==> src/rtl/aes_gf_pkg.sv <==
// Shared GF(2^8) constants, FSM encoding and affine helpers for the AES S-box engines.
package aes_gf_pkg;

    localparam logic [8:0] GF_POLY_DEFAULT = 9'h11B;
    localparam logic [7:0] INV_AFFINE_C    = 8'h05;
    localparam logic [7:0] FWD_AFFINE_C    = 8'h63;

    typedef enum logic [2:0] {
        ST_IDLE  = 3'd0,
        ST_LOAD  = 3'd1,
        ST_STEP  = 3'd2,
        ST_FINAL = 3'd3,
        ST_DONE  = 3'd4
    } fsm_state_t;

    function automatic logic [7:0] rotl8(input logic [7:0] v, input int n);
        logic [15:0] d;
        d = {v, v} << n;
        return d[15:8];
    endfunction

    function automatic logic [7:0] inv_affine(input logic [7:0] s);
        return rotl8(s, 1) ^ rotl8(s, 3) ^ rotl8(s, 6) ^ INV_AFFINE_C;
    endfunction

    function automatic logic [7:0] fwd_affine(input logic [7:0] v);
        return v ^ rotl8(v, 1) ^ rotl8(v, 2) ^ rotl8(v, 3) ^ rotl8(v, 4) ^ FWD_AFFINE_C;
    endfunction

endpackage

==> src/rtl/gf256_mul.sv <==
// Combinational GF(2^8) multiply: carry-less 8x8 product reduced by GF_POLY.
// Zero latency, no handshake.
module gf256_mul
    import aes_gf_pkg::*;
#(
    parameter logic [8:0] GF_POLY = GF_POLY_DEFAULT
) (
    input  logic [7:0] a_i,
    input  logic [7:0] b_i,
    output logic [7:0] p_o
);

    logic [14:0] prod;

    always_comb begin
        prod = '0;
        for (int i = 0; i < 8; i++) begin
            if (b_i[i]) prod = prod ^ (15'(a_i) << i);
        end
        // Clear bits 14..8 from the top down so each fold sees the updated upper bits.
        for (int k = 14; k >= 8; k--) begin
            if (prod[k]) prod = prod ^ (15'(GF_POLY) << (k - 8));
        end
        p_o = prod[7:0];
    end

endmodule

==> src/rtl/inv_sub_bytes_seq.sv <==
// Sequential InvSubBytes: one byte per 8 cycles via a^254 square-and-multiply; out_valid 8*NUM_BYTES cycles after accept.
// Backpressure: result held in DONE until out_ready; in_ready only in IDLE. FWD_SBOX_EN adds a mode port for forward SubBytes.
module inv_sub_bytes_seq
    import aes_gf_pkg::*;
#(
    parameter int         NUM_BYTES = 16,
    parameter logic [8:0] GF_POLY   = GF_POLY_DEFAULT
) (
    input  logic                   clk,
    input  logic                   rst,
`ifdef FWD_SBOX_EN
    input  logic                   mode,
`endif
    input  logic                   in_valid,
    output logic                   in_ready,
    input  logic [8*NUM_BYTES-1:0] state_in,
    output logic                   out_valid,
    input  logic                   out_ready,
    output logic [8*NUM_BYTES-1:0] state_out
);

    localparam int W     = 8 * NUM_BYTES;
    localparam int IDX_W = (NUM_BYTES > 1) ? $clog2(NUM_BYTES) : 1;
    localparam logic [IDX_W-1:0] LAST_IDX  = IDX_W'(NUM_BYTES - 1);
    localparam logic [2:0]       LAST_STEP = 3'd5;

    fsm_state_t       state_q;
    logic [W-1:0]     hold_q;
    logic [W-1:0]     result_q;
    logic [IDX_W-1:0] idx_q;
    logic [2:0]       step_q;
    logic [7:0]       base_q;
    logic [7:0]       x_q;
    logic             in_ready_q;
    logic             out_valid_q;
    logic             fwd_sel;

    logic [7:0] cur_byte;
    logic [7:0] base_d;
    logic [7:0] sq_x;
    logic [7:0] x_d;
    logic [7:0] sq_final;
    logic [7:0] res_byte;

`ifdef FWD_SBOX_EN
    logic fwd_q;
    assign fwd_sel = fwd_q;
`else
    assign fwd_sel = 1'b0;
`endif

    always_comb begin
        cur_byte = '0;
        for (int i = 0; i < NUM_BYTES; i++) begin
            if (idx_q == IDX_W'(i)) cur_byte = hold_q[8*(NUM_BYTES-1-i) +: 8];
        end
    end

    assign base_d = fwd_sel ? cur_byte : inv_affine(cur_byte);

    // x <- x^2 * base per step; after six steps x = base^127.
    gf256_mul #(.GF_POLY(GF_POLY)) u_step_sq  (.a_i(x_q),  .b_i(x_q),    .p_o(sq_x));
    gf256_mul #(.GF_POLY(GF_POLY)) u_step_mul (.a_i(sq_x), .b_i(base_q), .p_o(x_d));
    gf256_mul #(.GF_POLY(GF_POLY)) u_final_sq (.a_i(x_q),  .b_i(x_q),    .p_o(sq_final));

    assign res_byte = fwd_sel ? fwd_affine(sq_final) : sq_final;

    always_ff @(posedge clk) begin
        if (rst) begin
            state_q     <= ST_IDLE;
            hold_q      <= '0;
            result_q    <= '0;
            idx_q       <= '0;
            step_q      <= '0;
            base_q      <= '0;
            x_q         <= '0;
            in_ready_q  <= 1'b0;
            out_valid_q <= 1'b0;
`ifdef FWD_SBOX_EN
            fwd_q       <= 1'b0;
`endif
        end else begin
            case (state_q)
                ST_IDLE: begin
                    in_ready_q <= 1'b1;
                    if (in_valid && in_ready_q) begin
                        hold_q     <= state_in;
                        idx_q      <= '0;
                        in_ready_q <= 1'b0;
                        state_q    <= ST_LOAD;
`ifdef FWD_SBOX_EN
                        fwd_q      <= mode;
`endif
                    end
                end
                ST_LOAD: begin
                    base_q  <= base_d;
                    x_q     <= base_d;
                    step_q  <= '0;
                    state_q <= ST_STEP;
                end
                ST_STEP: begin
                    x_q    <= x_d;
                    step_q <= step_q + 3'd1;
                    if (step_q == LAST_STEP) state_q <= ST_FINAL;
                end
                ST_FINAL: begin
                    for (int i = 0; i < NUM_BYTES; i++) begin
                        if (idx_q == IDX_W'(i)) result_q[8*(NUM_BYTES-1-i) +: 8] <= res_byte;
                    end
                    if (idx_q == LAST_IDX) begin
                        out_valid_q <= 1'b1;
                        state_q     <= ST_DONE;
                    end else begin
                        idx_q   <= idx_q + 1'b1;
                        state_q <= ST_LOAD;
                    end
                end
                ST_DONE: begin
                    if (out_ready) begin
                        out_valid_q <= 1'b0;
                        in_ready_q  <= 1'b1;
                        state_q     <= ST_IDLE;
                    end
                end
                default: state_q <= ST_IDLE;
            endcase
        end
    end

    assign in_ready  = in_ready_q;
    assign out_valid = out_valid_q;
    assign state_out = result_q;

endmodule

==> config.mk <==
export PLATFORM = sky130hd
export DESIGN_NAME = inv_sub_bytes_seq
export DESIGN_NICKNAME = d
export VERILOG_FILES = /design/src/rtl/aes_gf_pkg.sv /design/src/rtl/gf256_mul.sv /design/src/rtl/inv_sub_bytes_seq.sv
export SDC_FILE = /design/constraint.sdc
export NUM_CORES = 1
export LEC_CHECK = 0
export CORE_MARGIN = 10
export CORE_UTILIZATION = 58
export DETAILED_ROUTE_END_ITERATION = 12
export GPL_TIMING_DRIVEN = 1
export MAX_ROUTING_LAYER = met4
export PLACE_DENSITY = 0.82
export SETUP_SLACK_MARGIN = 0.3
export SLEW_MARGIN = 20
export SYNTH_ARGS = -nofsm -noshare
export SYNTH_HDL_FRONTEND = slang
export SYNTH_HIERARCHICAL = 1
export SYNTH_SLANG_ARGS = --single-unit
==> constraint.sdc <==
create_clock -name clk -period 8.3 [get_ports clk]
set_input_delay 0.83 -clock clk [delete_from_list [all_inputs] [get_ports clk]]
set_output_delay 0.83 -clock clk [all_outputs]
set_load 0.1 [all_outputs]
* Yosys cells after proc, flatten, opt, wreduce, memory -nomap -nowiden
Index checks and enable logic that the tools add are counted.
W data, S select, Z words.
** Operators by class
- Equal/unequal tests :: 25
- Bitwise gates (word level) :: 31
- Reduce and logical (&&, ||, !) cells :: 28
- Add/sub/neg operators :: 2
- Mux-type cells :: 62
** Operators with widths (count)
- $mux W15 :: 14
- $mux W8 :: 20
- $not A4 Y4 :: 14
- $reduce_and A2 Y1 :: 18
- $eq A4 B4 Y1 const B :: 8
- $xor A15 B10 Y15 :: 2
- $xor A15 B11 Y15 :: 2
- $xor A15 B12 Y15 :: 2
- $xor A15 B13 Y15 :: 2
- $xor A15 B14 Y15 :: 2
- $xor A15 B15 Y15 :: 2
- $mux W11 :: 2
- $mux W10 :: 2
- $mux W9 :: 2
- $eq A4 B3 Y1 const B :: 4
- $pmux W8 S2 :: 1
- $xor A8 B8 Y8 :: 2
- $pmux W3 S5 :: 1
- $xor A15 B9 Y15 :: 1
- $mux W7 :: 2
- $mux W3 :: 4
- $mux W6 :: 2
- $mux W5 :: 2
- $ne A2 B2 Y1 const B :: 5
- 19 further kinds :: 32
** Word-level totals
- Flip-flop bits (word level) :: 284
- Word-level logic and storage cells :: 172

* Depth between registers and ports, before layout
- Word-level depth :: 59
- Depth in mapped cells :: 19
- Gate-level depth less buffers :: 15

* Cells and area by module
Netlist, hierarchy kept.
** Modules (own cells, without submodules)
- inv_sub_bytes_seq :: instances 1, cells each 1546, area each 11957.7 um2
- gf256_mul (u_step_mul ...) :: instances 2, cells each 165, area each 1134.8 um2
- gf256_mul (u_final_sq) :: instances 1, cells each 165, area each 1122.3 um2

* Least setup slack after synthesis
No wires, ideal clock.
- Path kind :: register -> register
- Start :: reg x_q[6]
- End :: reg x_q[4]
- Buffers on the path :: 1
- Required time :: 8.172 ns
- Data arrival time :: 4.094 ns
- Clock period less this slack :: 4.222 ns
- Setup slack :: 4.078 ns
- Cell stages (with the launch flop) :: 17
- Cell sequence :: dfxtp_1 -> nand2_4 -> xor2_2 -> xnor3_1 -> xnor2_2 -> xnor3_1 -> xnor2_1 -> buf_6 -> nand2_2 -> xor2_2 -> xnor3_1 -> xnor2_2 -> xnor3_1 -> xnor2_1 -> a22o_1 -> a222oi_1 -> nor2_1
** On the way
- Longest elaborated chain between the ends :: 45
- Elaborated cells between the ends (all ways) :: 58
- Those cells by class :: mux (31); bitwise (27)
** RTL lines
- start, declared :: RTL line inv_sub_bytes_seq.sv:33 : logic [7:0] x_q;
- start signal, assigned :: RTL line inv_sub_bytes_seq.sv:98 : x_q <= base_d;
- $xor A15 B10 Y15 :: RTL line gf256_mul.sv:18 : if (b_i[i]) prod = prod ^ (15'(a_i) << i);
- $mux W15 :: RTL line gf256_mul.sv:18
- $xor A15 B11 Y15 :: RTL line gf256_mul.sv:18
- $mux W15 :: RTL line gf256_mul.sv:18
- $xor A15 B12 Y15 :: RTL line gf256_mul.sv:18
- $mux W15 :: RTL line gf256_mul.sv:18
- $xor A15 B13 Y15 :: RTL line gf256_mul.sv:18
- $mux W15 :: RTL line gf256_mul.sv:18
- [... 10 more ...]
- via sq_x[4] :: RTL line inv_sub_bytes_seq.sv:40 : logic [7:0] sq_x;
- [... 20 more ...]
- $mux W8 :: RTL line gf256_mul.sv:22 : if (prod[k]) prod = prod ^ (15'(GF_POLY) << (k - 8));
- $mux W7 :: RTL line gf256_mul.sv:22
- $not A4 Y4 (no source line)
- $mux W6 :: RTL line gf256_mul.sv:22
- $not A4 Y4 (no source line)
- $mux W5 * :: RTL line gf256_mul.sv:22
- via x_d[4] :: RTL line inv_sub_bytes_seq.sv:41 : logic [7:0] x_d;
- $pmux W8 S2 * :: RTL line inv_sub_bytes_seq.sv:83 : case (state_q)
Mark *: on every way through the listed nets, which the timed path passes. The rest lies on a longest branch.
A chain may end at the register's enable or synchronous reset.

* Worst setup path in the final report
- Start :: reg x_q[7]
- End :: reg x_q[1]
** On the way
- Elaborated cells between the ends (all ways) :: 57
- Those cells by class :: mux (31); bitwise (26)
** RTL lines (RTL line)
- $xor A15 B9 Y15 :: gf256_mul.sv:18
- $mux W15 :: gf256_mul.sv:18
- $xor A15 B10 Y15 :: gf256_mul.sv:18
- $mux W15 :: gf256_mul.sv:18
- $xor A15 B11 Y15 :: gf256_mul.sv:18
- $mux W15 :: gf256_mul.sv:18
- $xor A15 B12 Y15 :: gf256_mul.sv:18
- $mux W15 :: gf256_mul.sv:18
- [... 12 more ...]
- via sq_x[4] :: inv_sub_bytes_seq.sv:40
- [... 8 more ...]
- $mux W11 * :: gf256_mul.sv:22
- $not A4 Y4 (no source line)
- $mux W10 * :: gf256_mul.sv:22
- $not A4 Y4 (no source line)
- $mux W9 :: gf256_mul.sv:22
- $mux W5 * :: gf256_mul.sv:22
- via x_d[1] :: inv_sub_bytes_seq.sv:41
- $pmux W8 S2 * :: inv_sub_bytes_seq.sv:83
Marked as above.

==> key figures <==
Power and ir drop
  – Total power draw: 4.06 mW
  – Static Leakage: 6.05 nW
  – Worst vdd rail ir drop: 0.191 mV
  – PD cells: 217 nW/µm²

Yosys
  – Share of the synthesized area in compound gates (AO/OA/AOI/OAI): 0.169
  – Post-synthesis share of cell area spent on and, or, nand and nor gates: 0.237
  – Synth Register Bits: 284
  – Avg Inst Size Synth: 7.52 µm²
  – Dominant register cell in the synthesized netlist: sky130_fd_sc_hd__dfxtp_1
  – Post-synth cell types: 71
  – Xor-xnor portion of the synthesized cell area: 0.136
  – Post-synthesis share of cell area spent on full adders, half adders and majority gates: 0.00489
  – Dominant combinational cell family by area after synthesis: simple AND/OR/NAND/NOR gates
  – Share of synthesized area occupied by flip-flops and latches: 0.370
  – Synth Warn #: 6
  – Post-Synthesis Net Count: 2179
  – Number of flops mapped to enable cells by yosys: 0
  – Post-synthesis async set-or-reset flop share: 0
  – Number of instances in the synthesized netlist: 2041
  – Post-synthesis mux area share: 0.0205
  – Cell Area, Synth: 15300 µm²

Setup path
  – Crit Path Category: flop to flop
  – Critical path data arrival time: 5.62 ns
  – Required time at the worst-slack endpoint: 8.70 ns
  – Timing startpoint of the critical path: x_q[7]
  – Register-to-register path setup slack: 3.09 ns
  – Crit-path max FO: 58
  – Depth of the most critical reg-to-reg path: 15
  – Startpoint of the lowest-slack register-to-register path: x_q[7]
  – Capturing instance or port of the critical path: x_q[1]
  – Worst Setup End Kind: flop
  – Startpoint type of the worst setup path: flop
  – R2R Path End: x_q[1]

Final layout
  – Summed area of non-filler cells in the final layout: 18800 µm²
  – Share of the core filled with cells: 0.720
  – Share of layout cells above drive strength 1: 0.0593
  – Area Overhead vs Synth: 22.3%
  – Commonest cells after routing, fill and taps aside: sky130_fd_sc_hd__nand2_1 (606), sky130_fd_sc_hd__dfxtp_1 (279), sky130_fd_sc_hd__a21oi_1 (278)
  – Leading cell type in the layout, fill and taps excluded: sky130_fd_sc_hd__nand2_1
  – Ant. Diodes: 0
  – NumNets Final: 2310

Hold path
  – Hold Path Class: flop to flop

Placed design
  – Dpl cell area: 17800 µm²
  – Setup slack after placement: 3.05 ns
  – Half-perimeter wire length after placement: 33.0 mm
  – Buffers on Ports: 261
  – Gp weighted congestion: 0.951

Global routing
  – Residual overflow from global routing: 0
  – Vias in the first global route: 13.9k
  – Initial antenna violation count: 0
  – Maximum number of pins on one net before global-route repair: 105
  – GR Util All Layers: 0.279
  – First-pass GRT wire length: 75.3 mm

Floorplan
  – Io pins: 262
  – Placeable core area: 26100 µm²
  – Die X-Extent: 183 µm
  – Initial core utilization: 0.589
  – Total die area: 33400 µm²
  – Floorplan die height: 183 µm
  – FP Rows: 59

STA
  – Final setup viols: 0
  – Time the worst path needs with I/O delays and setup: 5.21 ns
  – Worst Max-Slew Pin Slew: 1.13 ns
  – Portion of the clock cycle consumed by the worst path in the final layout: 0.628
  – Setup repair after global routing missed its margin: false
  – Slew headroom: 0.247
  – Clock skew after layout: 0.0118 ns
  – PnR worst setup slack: 3.09 ns
  – Count of final hold-check violations: 0
  – Final slew viol count: 0
  – Maximum achievable frequency: 0.192 GHz
  – Total negative slack for setup checks: 0 ns

Detailed routing
  – Routed via count: 14.9k
  – Ratio of routed vias to standard cells: 5.88
  – Number of remaining DRC errors: 0
  – Router iterations before antenna repair: 8
  – Iter 0 DRT Violations: 1802
  – Post-detailed-route count of antenna-violating nets: 0
  – Wire length reported by the detailed router: 48.4 mm
  – Detail-routed net length per standard cell: 19.1 µm

Clock network
  – Number of hold buffers added after cts: 0
  – Longest Clk Path Bufs: 3
  – H-tree depth: 1
  – Number of buffers created by CTS: 28
  – Post-cts sizing count: 0
  – CTS Root Buffer Type: sky130_fd_sc_hd__clkbuf_16
  – Later-pin clock latency in the skew report: 0.55 ns
  – Post CTS Setup Buffer Count: 0
  – Number of sinks on the clock net: 284
  – TritonCTS clock tree: yes
  – Clock-pin slew on the worst setup and hold paths: 0.06 ns

Run status
  – Result of the run: finished, final reports clean

Job
  – # Max-Cap Violations: 0
## worst max-delay path: stages (launching register included)
cell                       delay, ns
sky130_fd_sc_hd__dfxtp_2        0.97
sky130_fd_sc_hd__nand2_1        0.21
sky130_fd_sc_hd__xnor2_2        0.20
sky130_fd_sc_hd__xnor3_1        0.36
sky130_fd_sc_hd__xnor2_2        0.19
sky130_fd_sc_hd__xnor3_1        0.47
sky130_fd_sc_hd__xnor2_1        0.65
sky130_fd_sc_hd__nand2_2        0.13
sky130_fd_sc_hd__xor2_2         0.15
sky130_fd_sc_hd__xnor3_1        0.45
sky130_fd_sc_hd__xnor2_2        0.18
sky130_fd_sc_hd__xnor3_1        0.46
sky130_fd_sc_hd__xnor2_1        0.14
sky130_fd_sc_hd__a22o_1         0.18
sky130_fd_sc_hd__a222oi_1       0.23
sky130_fd_sc_hd__nor2_1         0.07
## logic make-up (layout without fill, tap and decap cells)
| kind of cell | count (synthesis) | count (layout) |
|---|---|---|
| simple gates | 866 | 866 |
| compound gates | 437 | 437 |
| flops | 284 | 284 |
| xor+xnor | 212 | 212 |
| buf+inv | 205 | 358 |
| mux | 31 | 31 |
| fa+ha+maj | 6 | 6 |
## layer usage
layer / wire (µm) / track usage / vias to the layer above
li1: - / - / 7039
met3: 3990 / 0.0411 / 134
met4: 2070 / 0.120 / 0
met5: 0 / - / -
met2: 23600 / 0.455 / 713
met1: 18700 / 0.337 / 6991
## cell usage after synthesis (all sizes together), types with 4 or more instances
| master | n | area [µm²] |
|---|---|---|
| o211ai | 6 | 45.0 |
| a21oi | 278 | 1390 |
| mux2 | 4 | 45.0 |
| inv | 18 | 67.6 |
| a2bb2oi | 6 | 58.8 |
| nor2b | 7 | 43.8 |
| o22ai | 9 | 56.3 |
| o221ai | 5 | 43.8 |
| o21ai | 52 | 260 |
| buf | 67 | 445 |
| nand3b | 7 | 52.6 |
| or3 | 5 | 31.3 |
| o2bb2ai | 4 | 35.0 |
| a22o | 8 | 70.1 |
| a22oi | 17 | 148 |
| xor2 | 39 | 357 |
| clkbuf | 119 | 447 |
| dfxtp | 284 | 5690 |
| nand2b | 20 | 125 |
| nand3 | 114 | 571 |
| ha | 6 | 75.1 |
| xnor3 | 12 | 272 |
| xnor2 | 161 | 1460 |
| nand4 | 4 | 25.0 |
| mux2i | 27 | 270 |
| nand2 | 616 | 2350 |
| a221oi | 18 | 183 |
| nor2 | 54 | 203 |
| nor3 | 24 | 125 |
## sequential cells by signal, indices dropped and copies added, names as in the netlist
name       flops
base_q         8
in_ready       1
idx_q          4
out_valid      1
x_q            8
hold_q       128
step_q         3
state_out    128
state_q        3
## final cells by class
type                       count  area, µm²
clock buffer                  41        861
tap                          335        419
fill                        2036       7290
sequential                   284       5690
timing repair buffer         287       2830
clock inverter                11        140
multi-input combinational   1552       8760
inverter                      19       71.3
## through the flow
| step | instances | hold slack [ns] |
|---|---|---|
| floorplan | 2041 | 0.431 |
| global placement | 2476 | 0.441 |
| detailed placement | 2477 | 0.445 |
| CTS | 2529 | 0.454 |
| global route | 2529 | 0.468 |
| finish | 2529 | 0.452 |
## power by group
group	internal (mW)	switching, mW	total [mW]
clock network	0.812	0.544	1.36
registers	1.50	0.199	1.70
logic	0.378	0.631	1.01
## worst min-delay path by stage
stage	startpoint	to	slack, ns	cells past startpoint
after floorplan	hold_q[42]	hold_q[42]	0.43	2
after global routing	state_out[1]	state_out[1]	0.47	2
final	hold_q[2]	hold_q[2]	0.45	2
after CTS	hold_q[18]	hold_q[18]	0.45	2
after global placement	hold_q[107]	hold_q[107]	0.44	2
after detailed placement	state_out[99]	state_out[99]	0.45	2
Power figures use the tool's default switching activity.
